**src/rtl/boron_pkg.sv**
```systemverilog
// Shared BORON definitions: S-box tables, block shuffle, rotation/XOR layer and FSM states.
package boron_pkg;

  localparam int ROUND_W = 5;
  localparam int BLK_W   = 64;

  typedef enum logic [2:0] {
    IDLE   = 3'd0,
    EXPAND = 3'd1,
    ROUND  = 3'd2,
    FINAL  = 3'd3,
    DONE   = 3'd4
  } state_t;

  // The tables are packed with entry 0 in the least significant nibble.
  localparam logic [63:0] SBOX_TBL     = 64'h6358F02DAC971B4E;
  localparam logic [63:0] INV_SBOX_TBL = 64'hB086275C4FD1E93A;

  function automatic logic [3:0] sbox(input logic [3:0] x);
    return SBOX_TBL[{x, 2'b00} +: 4];
  endfunction

  function automatic logic [3:0] inv_sbox(input logic [3:0] x);
    return INV_SBOX_TBL[{x, 2'b00} +: 4];
  endfunction

  function automatic logic [BLK_W-1:0] sbox_layer(input logic [BLK_W-1:0] x);
    logic [BLK_W-1:0] y;
    for (int n = 0; n < BLK_W/4; n++) y[4*n +: 4] = sbox(x[4*n +: 4]);
    return y;
  endfunction

  function automatic logic [BLK_W-1:0] inv_sbox_layer(input logic [BLK_W-1:0] x);
    logic [BLK_W-1:0] y;
    for (int n = 0; n < BLK_W/4; n++) y[4*n +: 4] = inv_sbox(x[4*n +: 4]);
    return y;
  endfunction

  // 16-bit word permutation: output word j takes input word {1,3,0,2}[j].
  function automatic logic [BLK_W-1:0] shuffle(input logic [BLK_W-1:0] x);
    return {x[47:32], x[15:0], x[63:48], x[31:16]};
  endfunction

  function automatic logic [BLK_W-1:0] inv_shuffle(input logic [BLK_W-1:0] x);
    return {x[31:16], x[63:48], x[15:0], x[47:32]};
  endfunction

  function automatic logic [15:0] rol16(input logic [15:0] x, input int n);
    return (x << n) | (x >> (16 - n));
  endfunction

  function automatic logic [15:0] ror16(input logic [15:0] x, input int n);
    return (x >> n) | (x << (16 - n));
  endfunction

  // Per-word rotations followed by an XOR chain from word 0 upward.
  function automatic logic [BLK_W-1:0] rotxor(input logic [BLK_W-1:0] x);
    logic [15:0] o0, o1, o2, o3;
    o0 = rol16(x[15:0], 1);
    o1 = rol16(x[31:16], 4) ^ o0;
    o2 = rol16(x[47:32], 7) ^ o1;
    o3 = rol16(x[63:48], 9) ^ o2;
    return {o3, o2, o1, o0};
  endfunction

  function automatic logic [BLK_W-1:0] inv_rotxor(input logic [BLK_W-1:0] x);
    logic [15:0] w0, w1, w2, w3;
    w0 = ror16(x[15:0], 1);
    w1 = ror16(x[31:16] ^ x[15:0], 4);
    w2 = ror16(x[47:32] ^ x[31:16], 7);
    w3 = ror16(x[63:48] ^ x[47:32], 9);
    return {w3, w2, w1, w0};
  endfunction

endpackage

```
**src/rtl/boron_iter_core_round.sv**
```systemverilog
// Combinational BORON round. Both directions key-mix first, so the inverse round
// exactly undoes one forward round when fed the next round key in sequence.
module boron_round
  import boron_pkg::*;
(
  input  logic [BLK_W-1:0] blk,
  input  logic [63:0]      rk,
  input  logic             dir,
  output logic [BLK_W-1:0] nxt
);

  logic [BLK_W-1:0] mixed;

  assign mixed = blk ^ rk;

  always_comb begin
    nxt = '0;
    if (dir) nxt = inv_sbox_layer(inv_shuffle(inv_rotxor(mixed)));
    else     nxt = rotxor(shuffle(sbox_layer(mixed)));
  end

endmodule

```
**src/rtl/boron_iter_core.sv**
```systemverilog
// Iterative BORON engine, one round per clock, encrypt/decrypt per request.
// Optional BORON_KEY_CACHE_EN keeps the last expanded decrypt key to skip EXPAND.
module boron_iter_core
  import boron_pkg::*;
#(
  parameter int KEY_W  = 80,
  parameter int ROUNDS = 25
)(
  input  logic             clk,
  input  logic             rst,
  input  logic             start,
  input  logic             mode,
  input  logic [KEY_W-1:0] key_in,
  input  logic [63:0]      text_in,
  output logic             ready,
  output logic             busy,
  output logic             done,
  output logic [63:0]      text_out
);

  generate
    if (KEY_W != 80 && KEY_W != 128) begin : g_bad_key_w
      $error("boron_iter_core: KEY_W must be 80 or 128");
    end
    if (ROUNDS < 1 || ROUNDS > 31) begin : g_bad_rounds
      $error("boron_iter_core: ROUNDS must be 1..31");
    end
  endgenerate

  localparam logic [ROUND_W-1:0] RC_ONE  = ROUND_W'(1);
  localparam logic [ROUND_W-1:0] RC_LAST = ROUND_W'(ROUNDS);

  function automatic logic [KEY_W-1:0] key_fwd(input logic [KEY_W-1:0] k,
                                               input logic [ROUND_W-1:0] r);
    logic [KEY_W-1:0] t;
    t = {k[KEY_W-14:0], k[KEY_W-1:KEY_W-13]};
    t[3:0] = sbox(t[3:0]);
    if (KEY_W == 128) t[7:4] = sbox(t[7:4]);
    t[63:59] = t[63:59] ^ r;
    return t;
  endfunction

  function automatic logic [KEY_W-1:0] key_inv(input logic [KEY_W-1:0] k,
                                               input logic [ROUND_W-1:0] r);
    logic [KEY_W-1:0] t;
    t = k;
    t[63:59] = t[63:59] ^ r;
    if (KEY_W == 128) t[7:4] = inv_sbox(t[7:4]);
    t[3:0] = inv_sbox(t[3:0]);
    return {t[12:0], t[KEY_W-1:13]};
  endfunction

  state_t             state, nxt_state;
  logic [ROUND_W-1:0] rc;
  logic               dir;
  logic [KEY_W-1:0]   key, key_fwd_nxt, key_inv_nxt, start_key;
  logic [BLK_W-1:0]   blk, round_out;
  logic               accept, last_round, hit;

  assign accept      = (state == IDLE) && start;
  assign last_round  = dir ? (rc == RC_ONE) : (rc == RC_LAST);
  assign key_fwd_nxt = key_fwd(key, rc);
  assign key_inv_nxt = key_inv(key, rc);

`ifdef BORON_KEY_CACHE_EN
  logic             cache_vld;
  logic [KEY_W-1:0] cache_mkey, cache_fkey, mkey;

  assign hit       = mode && cache_vld && (key_in == cache_mkey);
  assign start_key = hit ? cache_fkey : key_in;

  // Filled when EXPAND finishes; mkey remembers which master key is being expanded.
  always_ff @(posedge clk) begin
    if (rst) begin
      cache_vld  <= 1'b0;
      cache_mkey <= '0;
      cache_fkey <= '0;
      mkey       <= '0;
    end else begin
      if (accept) mkey <= key_in;
      if (state == EXPAND && rc == RC_LAST) begin
        cache_vld  <= 1'b1;
        cache_mkey <= mkey;
        cache_fkey <= key_fwd_nxt;
      end
    end
  end
`else
  assign hit       = 1'b0;
  assign start_key = key_in;
`endif

  boron_round u_round (
    .blk (blk),
    .rk  (key[63:0]),
    .dir (dir),
    .nxt (round_out)
  );

  always_ff @(posedge clk) begin
    if (rst) state <= IDLE;
    else     state <= nxt_state;
  end

  always_comb begin
    nxt_state = state;
    unique case (state)
      IDLE:    if (start) nxt_state = (mode && !hit) ? EXPAND : ROUND;
      EXPAND:  if (rc == RC_LAST) nxt_state = ROUND;
      ROUND:   if (last_round) nxt_state = FINAL;
      FINAL:   nxt_state = DONE;
      DONE:    nxt_state = IDLE;
      default: nxt_state = IDLE;
    endcase
  end

  always_comb begin
    ready = (state == IDLE);
    busy  = (state == EXPAND) || (state == ROUND) || (state == FINAL);
    done  = (state == DONE);
  end

  // Decrypt enters ROUND holding the final key with rc=ROUNDS and walks both back down.
  always_ff @(posedge clk) begin
    if (rst) begin
      rc       <= '0;
      dir      <= 1'b0;
      key      <= '0;
      blk      <= '0;
      text_out <= '0;
    end else begin
      case (state)
        IDLE: if (start) begin
          dir <= mode;
          key <= start_key;
          blk <= text_in;
          rc  <= hit ? RC_LAST : RC_ONE;
        end
        EXPAND: begin
          key <= key_fwd_nxt;
          if (rc != RC_LAST) rc <= rc + RC_ONE;
        end
        ROUND: begin
          blk <= round_out;
          key <= dir ? key_inv_nxt : key_fwd_nxt;
          if (!last_round) rc <= dir ? rc - RC_ONE : rc + RC_ONE;
        end
        FINAL: begin
          text_out <= blk ^ key[63:0];
          rc       <= '0;
        end
        default: ;
      endcase
    end
  end

endmodule

```
**config.mk**
```make
export PLATFORM = sky130hd
export DESIGN_NAME = boron_iter_core
export DESIGN_NICKNAME = d
export VERILOG_FILES = /design/src/rtl/boron_pkg.sv /design/src/rtl/boron_iter_core_round.sv /design/src/rtl/boron_iter_core.sv
export SDC_FILE = /design/constraint.sdc
export NUM_CORES = 1
export LEC_CHECK = 0
export ABC_AREA = 1
export CAP_MARGIN = 20
export CORE_ASPECT_RATIO = 1.4
export CORE_UTILIZATION = 50
export CTS_BUF_LIST = sky130_fd_sc_hd__clkbuf_16
export DETAILED_ROUTE_END_ITERATION = 7
export GPL_ROUTABILITY_DRIVEN = 0
export GPL_TIMING_DRIVEN = 1
export MAX_ROUTING_LAYER = met4
export PLACE_DENSITY = 0.7
export SYNTH_ARGS = -nofsm -noshare
export SYNTH_HDL_FRONTEND = slang
export SYNTH_SLANG_ARGS = --single-unit
```
**constraint.sdc**
```tcl
create_clock -name clk -period 4.3 [get_ports clk]
set_input_delay 0.86 -clock clk [delete_from_list [all_inputs] [get_ports clk]]
set_output_delay 0.86 -clock clk [all_outputs]
set_load 0.05 [all_outputs]
```
# ---- After elaboration in Yosys (flattened, before gate mapping)
# Index checks and enable logic that the tools add are counted.
# W data, S select, Z words.
dict set report word_totals {
  elab_cells 99
  in_bits 148
  ff_bits 217
  mem_bits_ro 0
  ram_bits 0
  memories 0
  out_inout_bits 67
  latchBits 0
}
dict set report op_classes {
  n_eq_ne 12
  n_shift 34
  n_bitwise 17
  add_sub_neg 2
  div 0
  reduce_logical 11
  mux 17
  order_cmp 0
  n_mul 0
}
# cell n
set op_table {}
lappend op_table {{$shiftx A64 B7 Y4 const A} 34}
lappend op_table {{$pmux W80 S3} 1}
lappend op_table {{$mux W80} 2}
lappend op_table {{$mux W64} 2}
lappend op_table {{$pmux W64 S2} 1}
lappend op_table {{$xor A16 B16 Y16} 6}
lappend op_table {{$xor A64 B64 Y64} 1}
lappend op_table {{$mux W5} 4}
lappend op_table {{$pmux W5 S4} 1}
lappend op_table {{$or A12 B16 Y16} 1}
lappend op_table {{$or A15 B16 Y16} 1}
lappend op_table {{$or A16 B1 Y16} 1}
lappend op_table {{$or A16 B4 Y16} 1}
lappend op_table {{$or A16 B7 Y16} 1}
lappend op_table {{$or A16 B9 Y16} 1}
lappend op_table {{$or A7 B16 Y16} 1}
lappend op_table {{$or A9 B16 Y16} 1}
lappend op_table {{$pmux W3 S4} 1}
lappend op_table {{$xor A5 B5 Y5} 2}
lappend op_table {{$mux W3} 3}
lappend op_table {{$ne A2 B2 Y1 const B} 4}
lappend op_table {{$eq A3 B2 Y1 const B} 2}
lappend op_table {{$reduce_and A2 Y1} 3}
lappend op_table {{$add A5 B1 Y5 const B} 1}
lappend op_table {{16 further kinds} 17}

# ---- Longest topological paths before layout
dict set report logic_depth {
  ltp_word 8
  ltp_mapped 21
  depth_no_buf 21
}

# ---- Cells and area by module
# From an unflattened synthesis, not the netlist that was laid out.
dict set report hier_totals {
  hier_cells 3000
  area_unflattened_um2 18542.8
}
# mod seq_area_each_um2 cells_each n_inst area_per_inst_um2
set modules_own_cells {}
lappend modules_own_cells {boron_iter_core 4344.2 1550 1 10749.1}
lappend modules_own_cells {boron_round 0.0 1450 1 7793.7}

# ---- Least setup slack after synthesis
# No wires, ideal clock.
dict set report synth_path {
  path_type {register -> output}
  start {register state[0]}
  end {output done}
  required_ns 3.440
  n_path_buf 0
  arrival_ns 1.305
  path_stages_with_launch 4
  path_slack_ns 2.135
  cell_sequence {dfxtp_1 > nor2_2 > inv_2 > nor2_1}
}
dict set report synth_via {
  elab_chain_len 1
}
# item line
set synth_lines {}
lappend synth_lines {{start: declaration} boron_iter_core.sv:53} ;# state_t state, nxt_state;
lappend synth_lines {{start signal: assignment} boron_iter_core.sv:102} ;# else state <= nxt_state;
lappend synth_lines {{$eq A3 B3 Y1} boron_iter_core.sv:120} ;# done = (state == DONE);
lappend synth_lines {{end: declaration} boron_iter_core.sv:17} ;# output logic done,
# No other way between the ends.

# ---- Final worst setup path
dict set report layout_path {
  start {register state[0]}
  end {output ready}
}
dict set report layout_via {
  elab_chain_len 1
}
# item line
set layout_lines {}
lappend layout_lines {{$logic_not A3 Y1} boron_iter_core.sv:118} ;# ready = (state == IDLE);
lappend layout_lines {{end: declaration} boron_iter_core.sv:15} ;# output logic ready,
# No other way between the ends.

==> summary.md <==
| Metric | Value |
|---|---|
| RR Endpoint | `blk[62]` |
| Sum Neg Setup Slack | `0 ps` |
| Die Ht | `225.8 um` |
| RSZ-0062 raised after global routing | `false` |
| Initial Util | `0.5103` |
| CTS Sinks | `217` |
| Post-DP HPWL | `53210 um` |
| First-pass GRT wire length | `108000 um` |
| GR Util met2 | `0.6274` |
| Measured slew at the worst slew-check pin | `1042 ps` |
| Area Overhead vs Synth | `17.66%` |
| Cell Chain, Critical Path | `nor2_2 -> inv_2 -> nor2_4 -> clkdlybuf4s50_1` |
| Fin. Hold Viols | `0` |
| CP required | `approximately 3400 ps` |
| Crit-path slowest cell | `clkdlybuf4s50_1` |
| CP Max Fanout | `6` |
| Initial antenna violation count | `2` |
| Core Region | `35070 um^2` |
| Ys async rst share | `0` |
| Setup bufs post-CTS | `0` |
| Final min period | `roughly 3300 ps` |
| Post-CTS Resized | `0` |
| Worst EP arrival | `2480 ps` |
| CP peak stage delay | `830 ps` |
| Rows | `81` |
| Syn Inst Count | `2719` |
| Synthesis warning total | `0` |
| Syn Nets | `2937` |
| I/O pin total | `215` |
| Main synth FF type | `dfxtp_1` |
| Slew headroom | `0.3040` |
| Seq/Total Area, Yosys | `0.2428` |
| Skew final | `approximately 19 ps` |
| Hold Buf Count CTS | `0` |
| Gr busiest metal | `met2` |
| Max Root-Sink Buffers | `3` |
| Min-Delay Endpoint | `text_out[53]` |
| DRT Pass-1 Iters | `8` |
| Starting DRT DRC Count | `1992` |
| Status | `completed` |
| Die X | `161.9 um` |
| Largest net degree at the start of global routing | `129` |
| Flops & latches, synth | `217` |
| Final setup viols | `0` |
| Max-Cap Viols | `0` |
| ANT nets after route | `0` |
| Crit share post-route | `0.7763` |
| Total length of routed wires | `72120 um` |
| HP Class | `reg2reg` |
| GR Overflow Total | `0` |
| TritonCTS clock tree | `done` |
| Final Max Tran Viols | `0` |
| Hold path start | `text_out[53]` |
| Synth cell types | `58` |
| CTS root buffer | `clkbuf_16` |
| FF-to-FF path depth | `19` |
| Die area | `~37000 um^2` |
| CTS clk-pin slew, worst paths | `60 ps` |
| FMAX | `299.6 MHz` |
| IO buf count | `214` |
| Depth of the CTS H-tree | `1` |
| Routing usage on met3 | `0.07181` |
| Synthesized area | `approximately 18000 um^2` |
| NumNets Final | `3067` |
| Residual DRC | `0` |
| Fraction of layout cells with a size suffix above 1 | `0.07604` |
| Worst skew pair latency | `between 500 and 600 ps` |
| Worst r2r src | `key[56]` |
| Mean Syn Cell Area | `6.581 um^2` |
| Number of global-route vias before repair | `18.95k` |
| Gr usage total | `0.4021` |
| FILL cells | `3372` |
| Crit Path Class | `reg2out` |
| Post-synth EDFFs | `0` |
| Hold path depth | `2` |
| Crit start category | `flip-flop` |
| M1 GR Usage | `0.4582` |
| Vias | `about 20k` |
| R2r setup slk | `1240 ps` |
| Routed WL per cell | `21.69 um` |
| DR vias/cell | `6.044` |
| CTS buffer count | `25` |
| Crit end category | `output port` |
per-layer routing:
metal  vias to the layer above  share of wire
met2                      1095           0.45
met1                      9316           0.37
met5                         -              0
met4                         0          0.081
met3                       274           0.10
li1                       9410              -
state kept, by name (all words and copies together) (netlist names):
signal,count
key,80
blk,64
text_out,64
rc,5
state,3
dir,1
synthesized netlist by cell type, drive strengths merged (8+ instances only):
library cell    n  area (um^2)
ha             70        875.8
o211ai         96        720.7
dfxtp         217         4344
xor2           57        656.9
or2            23        143.9
nor2          112        473.0
a31oi          35        219.0
nand3b          8        60.06
clkbuf         79        296.5
buf            57        321.6
a221oi         71        621.9
o21ai         278         1403
a211oi          8        60.06
nor3            9        45.04
xnor2          72         1130
nand3         169        855.8
a21oi         228         1156
nand2         775         2957
inv           301         1135
final cells by class:
| cell class | count | area, um^2 | share of cell area |
|---|---|---|---|
| clock inverter | 20 | 181.4 | 0.008617 |
| tap | 456 | 570.5 | 0.02710 |
| multi-input combinational | 2062 | 11800 | 0.5606 |
| sequential | 217 | 4345 | 0.2064 |
| inverter | 304 | 1149 | 0.05455 |
| clock buffer | 25 | 625.6 | 0.02971 |
| antenna | 2 | 5.005 | 0.0002377 |
| timing repair buffer | 239 | 2375 | 0.1128 |
per-stage QoR:
step	setup slack, ps	hold slack [ps]	util	cell area (um^2)	cells
2_1_floorplan	2135	457.0	-	17890	2719
3_3_place_gp	1365	473.2	0.5773	20240	3278
3_5_place_dp	1363	477.8	0.5773	20240	3278
4_1_cts	888.4	492.8	0.6003	21050	3323
5_1_grt	868.6	518.8	0.6004	21060	3325
6_report	961.8	496.2	0.6004	21060	3325
layout by cell type, fill, tap and decap left out, types with 5 or more instances in the layout:
| cell | synthesis | final |
|---|---|---|
| dfxtp_1 | 217 | 216 |
| nand2_1 | 756 | 755 |
| xnor2_2 | 24 | 24 |
| clkinv_1 | 3 | 6 |
| xor2_2 | 16 | 16 |
| a31oi_1 | 35 | 35 |
| inv_2 | 35 | 35 |
| a221oi_1 | 71 | 71 |
| o21ai_1 | 34 | 34 |
| o211ai_1 | 96 | 96 |
| xor2_1 | 39 | 39 |
| nand4_1 | 7 | 7 |
| a211oi_1 | 8 | 8 |
| o21ai_0 | 241 | 241 |
| o22ai_1 | 5 | 5 |
| ha_1 | 70 | 70 |
| xnor2_1 | 31 | 31 |
| buf_4 | 13 | 21 |
| inv_1 | 264 | 268 |
| nand3_1 | 167 | 167 |
| xnor2_4 | 17 | 17 |
| a21oi_1 | 224 | 224 |
| or2_2 | 18 | 18 |
| nand2_2 | 19 | 20 |
| nor2_1 | 106 | 104 |
| clkdlybuf4s50_1 | 0 | 213 |
| o311ai_0 | 7 | 7 |
| nand3b_1 | 8 | 8 |
| clkbuf_16 | 0 | 25 |
| nor3_1 | 9 | 9 |
| o221ai_1 | 5 | 5 |
critical path, delay by kind of cell, from the launching register on:
| family | cells | cell delay [ps] |
|---|---|---|
| flops | 1 | 400 |
| buf+inv | 2 | 940 |
| simple gates | 2 | 590 |
worst max-delay path by stage:
stage	startpoint	endpoint	slack, ps	cells past startpoint
3_3_place_gp	start	key[18]	1360	8
4_1_cts	state[0]	ready	890	4
2_1_floorplan	state[0]	done	2130	3
5_1_grt	state[0]	ready	870	4
3_5_place_dp	start	key[18]	1360	8
6_report	state[0]	ready	960	4
cell families (layout without fill, tap and decap cells):
group	after synthesis	count (layout)	synth area share
muxes	1	1	0.0005594
other	0	2	0
adders and majority gates	70	70	0.04894
buffers and inverters	440	588	0.09859
and+or+nand+nor	1105	1105	0.2565
DFF	217	217	0.2428
xor gates and xnor gates	129	129	0.09985
AOI/OAI and AO/OA	757	757	0.2528
Power is not shown: default switching activity piles up to over one toggle a cycle in this logic, so the estimate is an artifact.
